===== config.mk =====
export PLATFORM = sky130hd
export DESIGN_NAME = pc_sequencer
export DESIGN_NICKNAME = d
export VERILOG_FILES = /design/src/rtl/riscv_pkg.sv /design/src/rtl/pc_sequencer.sv
export SDC_FILE = /design/constraint.sdc
export NUM_CORES = 1
export LEC_CHECK = 0
export ABC_AREA = 0
export CORE_MARGIN = 3
export CORE_UTILIZATION = 30
export DETAILED_ROUTE_END_ITERATION = 8
export PLACE_DENSITY_LB_ADDON = 0.3
export SETUP_SLACK_MARGIN = 0.1
export SYNTH_ARGS = -nofsm -noshare
export SYNTH_HDL_FRONTEND = slang
export SYNTH_SLANG_ARGS = --single-unit

===== constraint.sdc =====
create_clock -name clk -period 2.6 [get_ports clk]
set_input_delay 0.26 -clock clk [delete_from_list [all_inputs] [get_ports clk]]
set_output_delay 0.26 -clock clk [all_outputs]
set_load 0.02 [all_outputs]

===== src/rtl/riscv_pkg.sv =====
// Shared types for the fetch/execute sequencer.
//   seq_state_t : sequencer FSM states
//   TRAP_*      : trap_cause encodings
package riscv_pkg;

  typedef enum logic [2:0] {
    BOOT,
    REQ,
    WAIT,
    EXEC,
    HALTED
  } seq_state_t;

  localparam logic [1:0] TRAP_NONE     = 2'd0;
  localparam logic [1:0] TRAP_FETCH    = 2'd1;
  localparam logic [1:0] TRAP_MISALIGN = 2'd2;

endpackage


===== src/rtl/pc_sequencer.sv =====
// pc_sequencer: owns the architectural PC and runs the fetch/execute loop.
// Ports:
//   clk, rst_n                         clock, async active-low reset
//   imem_req_valid/ready/addr          fetch request channel (addr = pc)
//   imem_rsp_valid/data/err            one-cycle fetch response
//   inst_valid, inst, pc               instruction presented to execute
//   exec_done, pc_next, halt           execute completion and next-PC
//   trap, trap_cause                   trap pulse and sticky cause
//   instret                            retired-instruction counter
//   idle                               high once halted
module pc_sequencer
  import riscv_pkg::*;
#(
  parameter int unsigned           PC_WIDTH   = 64,
  parameter int unsigned           INST_WIDTH = 32,
  parameter logic [PC_WIDTH-1:0]   RESET_VEC  = '0,
  parameter logic [PC_WIDTH-1:0]   TRAP_VEC   = PC_WIDTH'(64'h100)
) (
  input  logic                  clk,
  input  logic                  rst_n,
  output logic                  imem_req_valid,
  input  logic                  imem_req_ready,
  output logic [PC_WIDTH-1:0]   imem_req_addr,
  input  logic                  imem_rsp_valid,
  input  logic [INST_WIDTH-1:0] imem_rsp_data,
  input  logic                  imem_rsp_err,
  output logic                  inst_valid,
  output logic [INST_WIDTH-1:0] inst,
  output logic [PC_WIDTH-1:0]   pc,
  input  logic                  exec_done,
  input  logic [PC_WIDTH-1:0]   pc_next,
  input  logic                  halt,
  output logic                  trap,
  output logic [1:0]            trap_cause,
  output logic [63:0]           instret,
  output logic                  idle
);

  seq_state_t            state_q, state_d;
  logic [PC_WIDTH-1:0]   pc_q, pc_d;
  logic [INST_WIDTH-1:0] inst_q, inst_d;
  logic [63:0]           instret_q, instret_d;
  logic                  trap_q, trap_d;
  logic [1:0]            cause_q, cause_d;

  always_ff @(posedge clk or negedge rst_n) begin
    if (!rst_n) begin
      state_q   <= BOOT;
      pc_q      <= RESET_VEC;
      inst_q    <= '0;
      instret_q <= '0;
      trap_q    <= 1'b0;
      cause_q   <= TRAP_NONE;
    end else begin
      state_q   <= state_d;
      pc_q      <= pc_d;
      inst_q    <= inst_d;
      instret_q <= instret_d;
      trap_q    <= trap_d;
      cause_q   <= cause_d;
    end
  end

  always_comb begin
    state_d        = state_q;
    pc_d           = pc_q;
    inst_d         = inst_q;
    instret_d      = instret_q;
    trap_d         = 1'b0;
    cause_d        = cause_q;
    imem_req_valid = 1'b0;
    inst_valid     = 1'b0;
    idle           = 1'b0;

    unique case (state_q)
      BOOT: state_d = REQ;

      REQ: begin
        imem_req_valid = 1'b1;
        if (imem_req_ready) state_d = WAIT;
      end

      WAIT: begin
        if (imem_rsp_valid) begin
          if (imem_rsp_err) begin
            trap_d  = 1'b1;
            cause_d = TRAP_FETCH;
            pc_d    = TRAP_VEC;
            state_d = REQ;
          end else begin
            inst_d  = imem_rsp_data;
            state_d = EXEC;
          end
        end
      end

      EXEC: begin
        inst_valid = 1'b1;
        if (exec_done) begin
          // A misaligned target still retires the branch itself.
          instret_d = instret_q + 64'd1;
          state_d   = halt ? HALTED : REQ;
          if (pc_next[1:0] != 2'b00) begin
            trap_d  = 1'b1;
            cause_d = TRAP_MISALIGN;
            pc_d    = TRAP_VEC;
          end else begin
            pc_d = pc_next;
          end
        end
      end

      HALTED: idle = 1'b1;

      default: state_d = BOOT;
    endcase
  end

  assign imem_req_addr = pc_q;
  assign pc            = pc_q;
  assign inst          = inst_q;
  assign instret       = instret_q;
  assign trap          = trap_q;
  assign trap_cause    = cause_q;

endmodule


; Yosys cells after proc, flatten, opt, wreduce, memory -nomap -nowiden
; Cells that the tools add are included.
[totals]
ramBits = 0
inputBits = 103
mem_count = 0
wordCells = 50
mem_bits_ro = 0
out_inout_bits = 230
ff_bits = 166
latch_bits = 0
[op_classes]
n_lt_le_gt_ge = 0
div = 0
n_bitwise = 2
eq_ne = 9
n_shift = 0
multipliers = 0
addsub = 1
reduce_logical = 8
n_mux = 24
[op_table]
columns = op, n
row1 = two-way mux 64 bit, 4
row2 = one-hot mux 64 bit (2 select lines), 1
row3 = "adder 64 x 1 -> 64 bit, second input constant", 1
row4 = one-hot mux 3 bit (5 select lines), 1
row5 = two-way mux 3 bit, 4
row6 = two-way mux 2 bit, 5
row7 = "!= test 2 bit, second input constant", 5
row8 = AND reduction 4 bit, 2
row9 = two-way mux 1 bit, 7
row10 = "== test 3 x 2 -> 1 bit, second input constant", 2
row11 = AND reduction 5 bit, 1
row12 = one-hot mux 2 bit (2 select lines), 1
row13 = nonzero test 2 bit, 2
row14 = "== test 3 x 1 -> 1 bit, second input constant", 1
row15 = "== test 3 bit, second input constant", 1
row16 = zero test 3 bit, 1
row17 = AND reduction 3 bit, 1
row18 = inverter 1 bit, 2
row19 = one-hot mux 1 bit (2 select lines), 1
row20 = AND reduction 2 bit, 1

; Longest topological paths before layout
; Gate-level depths: netlist of run 1.
[depth]
depth_word = 4
mapped_depth = 8
mapped_depth_nobuf = 6

; Worst setup path after synthesis of run 1
; OpenSTA, ideal clock, no wires.
[synth_timing]
path_type = register -> register
from = reg instret_q[7], in the netlist instret[7]
to = reg instret_q[54], in the netlist instret[54]
arrival_time_ns = 1.871
path_buffers = 1
setup_ns = 0.080
path_stages_with_launch = 7
setup_slack_ns = 0.649
required_time_ns = 2.520
period_less_slack_ns = 1.951
path_cell_list = dfrtp_1 buf_2 nand3_1 nor4_4 nand4_4 nor4_2 xor2_1
[synth_between]
elab_chain_len = 1
[synth_lines]
columns = item, line
row1 = "start, declared", pc_sequencer.sv:42  ; logic [63:0] instret_q, instret_d;
row2 = "start signal, assigned", pc_sequencer.sv:58  ; instret_q <= instret_d;
row3 = adder 64 x 1 -> 64 bit, pc_sequencer.sv:101  ; instret_d = instret_q + 64'd1;
; No other way between the ends.
; A chain may end at the register's enable or synchronous reset.

; Final worst setup path of run 1
[layout_timing]
from = reg instret_q[26], in the netlist instret[26]
to = reg instret_q[63], in the netlist instret[63]
; Same word-level chain as after synthesis.

==> metrics.txt, run 1 <==
Core Box Area=24500 um2; Mean Syn Cell Area=10.3 um2; Remaining DRCs=0; CTS Sinks=166; met1 global-route usage=0.207; Startpoint Class=flop; RSZ-0062 raised after global routing=false; Initial Util=0.307; DRT Wirelength=22.9 mm; fmax=between 400 and 500 MHz; number of global-route vias before repair=6132; most common cell after layout, fill and taps aside=clkdlybuf4s50_1; CTS H-tree lvls=4; Netlist cell types=37; Worst-Margin Slew=0.669 ns; initial antenna violation count=1; Pwr Density=823 nW/um2; cells after synthesis=729; TNS Setup=0 ns; Post-CTS Resized=0; number of I/O pins=between 300 and 400; Max transition margin=0.554; minimum clock period=2.13 ns; Top FF cell, synth=dfrtp_1; die footprint=between 20000 and 30000 um2; Critical Path AT=between 2 and 2.5 ns; share of layout cells above drive strength 1=0.0918; Iteration-0 DRC Markers=320; WS Path Type=flop to flop; fraction of registers with async set/reset=1.00; outcome=complete, no violations; via/cell ratio=4.57; Worst Path Max Fanout=6; most frequent cells in the layout=clkdlybuf4s50_1 (331), dfrtp_1 (166), nand2_1 (153), nand3_1 (78); CTS tree=yes; clock buffer depth=2; grt ovf=0; Syn Nets=833; drt pass-1 iters=4; Reg2Reg Depth=5; via count=6119; Worst Skew=0.0104 ns; hpwl dp=17.1 mm; DIE HEIGHT=approximately 160 um; DIE WIDTH=~160 um; EDFF count, synth=0; Leak=just over 5 nW; Critical Path End Type=flop; final slew viol count=0; clock latency on the worst-skew pair=~0.42 ns; Most Crowded Layer GR=met2; Final GP Congestion=~0.81; Worst R2R Setup Slack=0.47 ns; clock-pin slew on the worst setup and hold paths=about 0.070 ns; yosys warns=0; Power Total=about 9.4 mW; min-delay worst type=input pin to asynchronous set/reset pin; CTS Buf Count=17; final net count=~1100; Fin. Hold Viols=0; DR WL/cell=17.1 um; MaxCap Viol Count=0; first-pass GRT wire length=35.1 mm; CP required=2.95 ns; Final ANT Viol Nets=0; CTS root buf=clkbuf_16; met2 Track Usage GR=0.286; reg2reg end=instret[63]; largest net degree at the start of global routing=72; Area growth, synth to finish=51.1%; row count=57; routing usage on met3=0.0469; I/O Buffers=332; period utilisation layout=0.820; Synth Cell Area=7540 um2; worst r2r src=instret[26]; number of synthesized register bits=166; Worst VDD drop=0.000350 V; # setup viols final=0; Seq/Total Area, Yosys=0.551; Tot GR Track Use=0.167
## final cells by class
cell class / count / area (um2)
antenna: 1 / 2.50
clock buffer: 18 / 439
clock inverter: 13 / 124
fill: 2337 / 13100
inverter: 13 / 48.8
multi-input combinational: 457 / 2740
sequential: 166 / 4150
tap: 324 / 405
timing repair buffer: 346 / 3470
## kinds of logic after synthesis
group / synth area share
and+or+nand+nor: 0.232
muxes: 0.0478
AOI/OAI and AO/OA: 0.00863
buffers and inverters: 0.0857
adders and majority gates: 0.00166
xor gates and xnor gates: 0.0732
DFF: 0.551
## through the flow
| step | utilization | hold slack, ns | worst slack [ns] | instance area (um2) | instances |
|---|---|---|---|---|---|
| finish | 0.464 | 0.185 | 0.469 | 11400 | 1338 |
| global placement | 0.441 | 0.0605 | 0.379 | 10800 | 1305 |
| CTS | 0.464 | 0.165 | 0.425 | 11400 | 1337 |
| global route | 0.464 | 0.181 | 0.259 | 11400 | 1338 |
| floorplan | - | -0.0356 | 0.649 | 7540 | 729 |
| detailed placement | 0.441 | 0.0591 | 0.356 | 10800 | 1305 |
## Yosys cell counts (3+ instances only)
| cell | instances | area, um2 |
|---|---|---|
| and3_2 | 3 | 22.5 |
| nor4_1 | 6 | 37.5 |
| nand4_4 | 3 | 63.8 |
| xnor2_1 | 31 | 272 |
| inv_1 | 13 | 48.8 |
| nand2_1 | 154 | 578 |
| buf_4 | 64 | 480 |
| buf_2 | 6 | 30.0 |
| dfrtp_1 | 166 | 4150 |
| a21oi_1 | 5 | 25.0 |
| nor3_1 | 16 | 80.1 |
| and2_1 | 3 | 18.8 |
| and3_1 | 9 | 56.3 |
| nand4_1 | 24 | 150 |
| clkbuf_1 | 23 | 86.3 |
| and4_1 | 11 | 96.3 |
| nand3_1 | 78 | 390 |
| nor2_1 | 27 | 101 |
| mux2_2 | 32 | 360 |
| nor4_2 | 3 | 37.5 |
| xor2_1 | 32 | 280 |
## timing repair
action                    4_1_cts  5_1_grt
hold buffers                    1        0
hold endpoints to repair      106        0
setup buffers                   0        0
## critical path, cell delays in order (launching register included)
cell	delay [ns]
dfrtp_1	0.42
nand4_1	0.18
nor4_1	0.58
nand4_1	0.41
nor3_1	0.31
xor2_1	0.16
## worst max path at each step
stage	startpoint	endpoint	slack, ns
floorplan	instret[7]	instret[54]	0.65
global placement	exec_done	instret[56]	0.38
detailed placement	exec_done	instret[63]	0.36
CTS	state_q[1]	idle	0.42
global route	instret[26]	instret[63]	0.26
finish	instret[26]	instret[63]	0.47
## sequential cells by signal, summed over array words and instances (netlist names)
signal and flops:
inst 32, trap 1, imem_req_addr 64, state_q 3, trap_cause 2, instret 64
## power breakdown
group | internal [mW] | leakage, nW | switching, mW
Sequential | 3.08 | 2.21 | 0.377
Clock | 1.35 | 0.258 | 1.09
Combinational | 1.66 | 2.65 | 1.81
Total | 6.09 | 5.12 | 3.28
## layer usage
metal  vias to the layer above  wire length [um]
met5                         -                 0
met4                         0               351
met3                        17              1520
met2                       210             11700
met1                      2958              9410
li1                       2934                 -
Note: power is estimated with default switching activity, not from simulation.
==> inputs of run 2 (changes only) <==
==> constraint.sdc (replaced) <==
create_clock -name clk -period 1.95 [get_ports clk]
set_input_delay 0.195 -clock clk [delete_from_list [all_inputs] [get_ports clk]]
set_output_delay 0.195 -clock clk [all_outputs]
set_load 0.02 [all_outputs]
==> metrics.txt, run 2 (synthesis results as in run 1) <==
min-delay worst type=input pin to asynchronous set/reset pin; DRT Wirelength=roughly 23 mm; DIE WIDTH=164 um; die footprint=between 20000 and 30000 um2; first-pass GRT wire length=35.1 mm; initial antenna violation count=0; switching part of the total power=0.351; clock-pin slew on the worst setup and hold paths=0.07 ns; clock share of power=0.250; number of I/O pins=333; drt pass-1 iters=4; via/cell ratio=about 4.6; Reg2Reg Depth=6; CP required=2.28 ns; most common cell after layout, fill and taps aside=clkdlybuf4s50_1; Critical Path End Type=flop; Startpoint Class=flop; power share of the sequential group=0.358; MaxCap Viol Count=0; share of layout cells above drive strength 1=0.204; # setup viols final=0; Tot GR Track Use=0.166; Fin. Hold Viols=0; CTS root buf=clkbuf_16; DIE HEIGHT=164 um; RSZ-0062 raised after global routing=true; clock latency on the worst-skew pair=~0.43 ns; minimum clock period=1.82 ns; Critical Path AT=2.16 ns; Core Box Area=24500 um2; via count=6440; clock buffer depth=2; largest net degree at the start of global routing=63; Worst-Margin Slew=0.524 ns; Max transition margin=0.650; fmax=549 MHz; Initial Util=0.307; number of global-route vias before repair=6376; Pwr Density=1040 nW/um2; Area growth, synth to finish=63.5%; DR WL/cell=16.3 um; CTS Sinks=166; most frequent cells in the layout=clkdlybuf4s50_1 (327), dfrtp_1 (154), nand2_1 (151), nand3_1 (75), buf_4 (73); final net count=around 1200; diode count=0; CTS H-tree lvls=4; hpwl dp=17.4 mm; Worst VDD drop=around 0.00074 V; Area after DPL=11400 um2; fillers=~2300; final slew viol count=0; setup ws final=0.129 ns; Leak=5.70 nW; period utilisation layout=0.934; Iteration-0 DRC Markers=around 360; Remaining DRCs=0; I/O Buffers=332; CTS Buf Count=17; final instance area=12300 um2; total net switching power=around 4.5 mW; WS Path Type=flop to flop; Worst Skew=0.0169 ns; Logic pwr share=0.392; worst slack, placed=-0.192 ns; outcome=complete, no violations; grt ovf=0; Final GP Congestion=0.854; Int Pwr=8.30 mW; row count=57; CTS tree=yes; Final ANT Viol Nets=0; Worst Path Max Fanout=5
-- run 2: changes by cell type in the layout (fill, tap and decap cells not counted), moves of 4 or more --
cell / delta
nor3_2: +5
dfrtp_1: -12
and4_1: -5
nor3_4: +5
buf_12: +6
nor3_1: -10
buf_4: +63
clkdlybuf4s50_1: -4
nor2_1: -8
nor4_4: +4
nor2_4: +5
dfrtp_2: +12
nor4_1: -5
buf_6: +7
-- run 2: routing by layer --
layer  up-vias  track usage  part of all wire
li1       3081            -                 -
met1      3115        0.201              0.41
met2       229        0.286              0.50
met3        15       0.0562             0.081
met4         0       0.0400             0.011
met5         -            0                 0
-- run 2: final timing paths --
path,start,to,slack (ns)
min in group clk,pc_next[55],imem_req_addr[55],0.31
hold reg to reg,instret[63],instret[63],0.48
setup reg to reg,instret[32],instret[52],0.13
setup / recovery,instret[32],instret[52],0.13
hold / removal,rst_n,instret[25],0.27
max in group asynchronous,rst_n,imem_req_addr[18],1.04
-- run 2: power by group through the flow --
| stage | Combinational (mW) | Clock (mW) | Sequential, mW |
|---|---|---|---|
| floorplan | 1.78 | 0 | 5.37 |
| detailed placement | 5.04 | 0 | 4.64 |
| global placement | 5.00 | 0 | 4.61 |
| global route | 5.35 | 3.46 | 4.67 |
| finish | 5.02 | 3.19 | 4.57 |
| CTS | 5.03 | 3.29 | 4.58 |
-- run 2: worst max-delay path, cell delays in order (launching register included) --
cell and delay [ns]:
dfrtp_1 0.42, nand4_1 0.26, nor4_4 0.36, nand4_4 0.23, buf_6 0.20, nor2_4 0.10
xor2_1 0.16
-- run 2: layout make-up --
cell class                      instances  area (um2)  share of cell area
Clock buffer                           19         453              0.0368
Multi-Input combinational cell        457        3020               0.245
Timing Repair Buffer                  422        4130               0.335
Clock inverter                         11        92.6             0.00751
Inverter                               13        48.8             0.00396
Sequential cell                       166        4170               0.338
Tap cell                              324         405              0.0329
-- run 2: stage by stage --
| step | std cells | utilization | total power [mW] | TNS, ns | hold WS, ns |
|---|---|---|---|---|---|
| 3_5_place_dp | 1371 | 0.465 | 9.68 | -2.19 | 0.193 |
| 6_report | 1412 | 0.502 | 12.8 | 0 | 0.275 |
| 2_1_floorplan | 729 | - | 7.15 | 0 | -0.101 |
| 3_3_place_gp | 1371 | 0.465 | 9.61 | -0.539 | 0.196 |
| 5_1_grt | 1412 | 0.502 | 13.5 | -0.0788 | 0.293 |
| 4_1_cts | 1402 | 0.487 | 12.9 | 0 | 0.289 |
-- run 2: what timing repair did --
action	in CTS	in global routing
endpoints found under the hold margin	43	0
resized for setup	4	75
setup buffers	0	10
pin swaps	0	36
endpoints found under the setup margin	5	41
hold buffers	1	0
==> inputs of run 3 (changes only) <==
--- a/config.mk
+++ b/config.mk
@@ -9,6 +9,7 @@
 export CORE_MARGIN = 3
 export CORE_UTILIZATION = 30
 export DETAILED_ROUTE_END_ITERATION = 8
+export GPL_ROUTABILITY_DRIVEN = 0
 export PLACE_DENSITY_LB_ADDON = 0.3
 export SETUP_SLACK_MARGIN = 0.1
 export SYNTH_ARGS = -nofsm -noshare
==> results of run 3 <==
No change in the layout: final DEF, timing and power equal those of run 2.
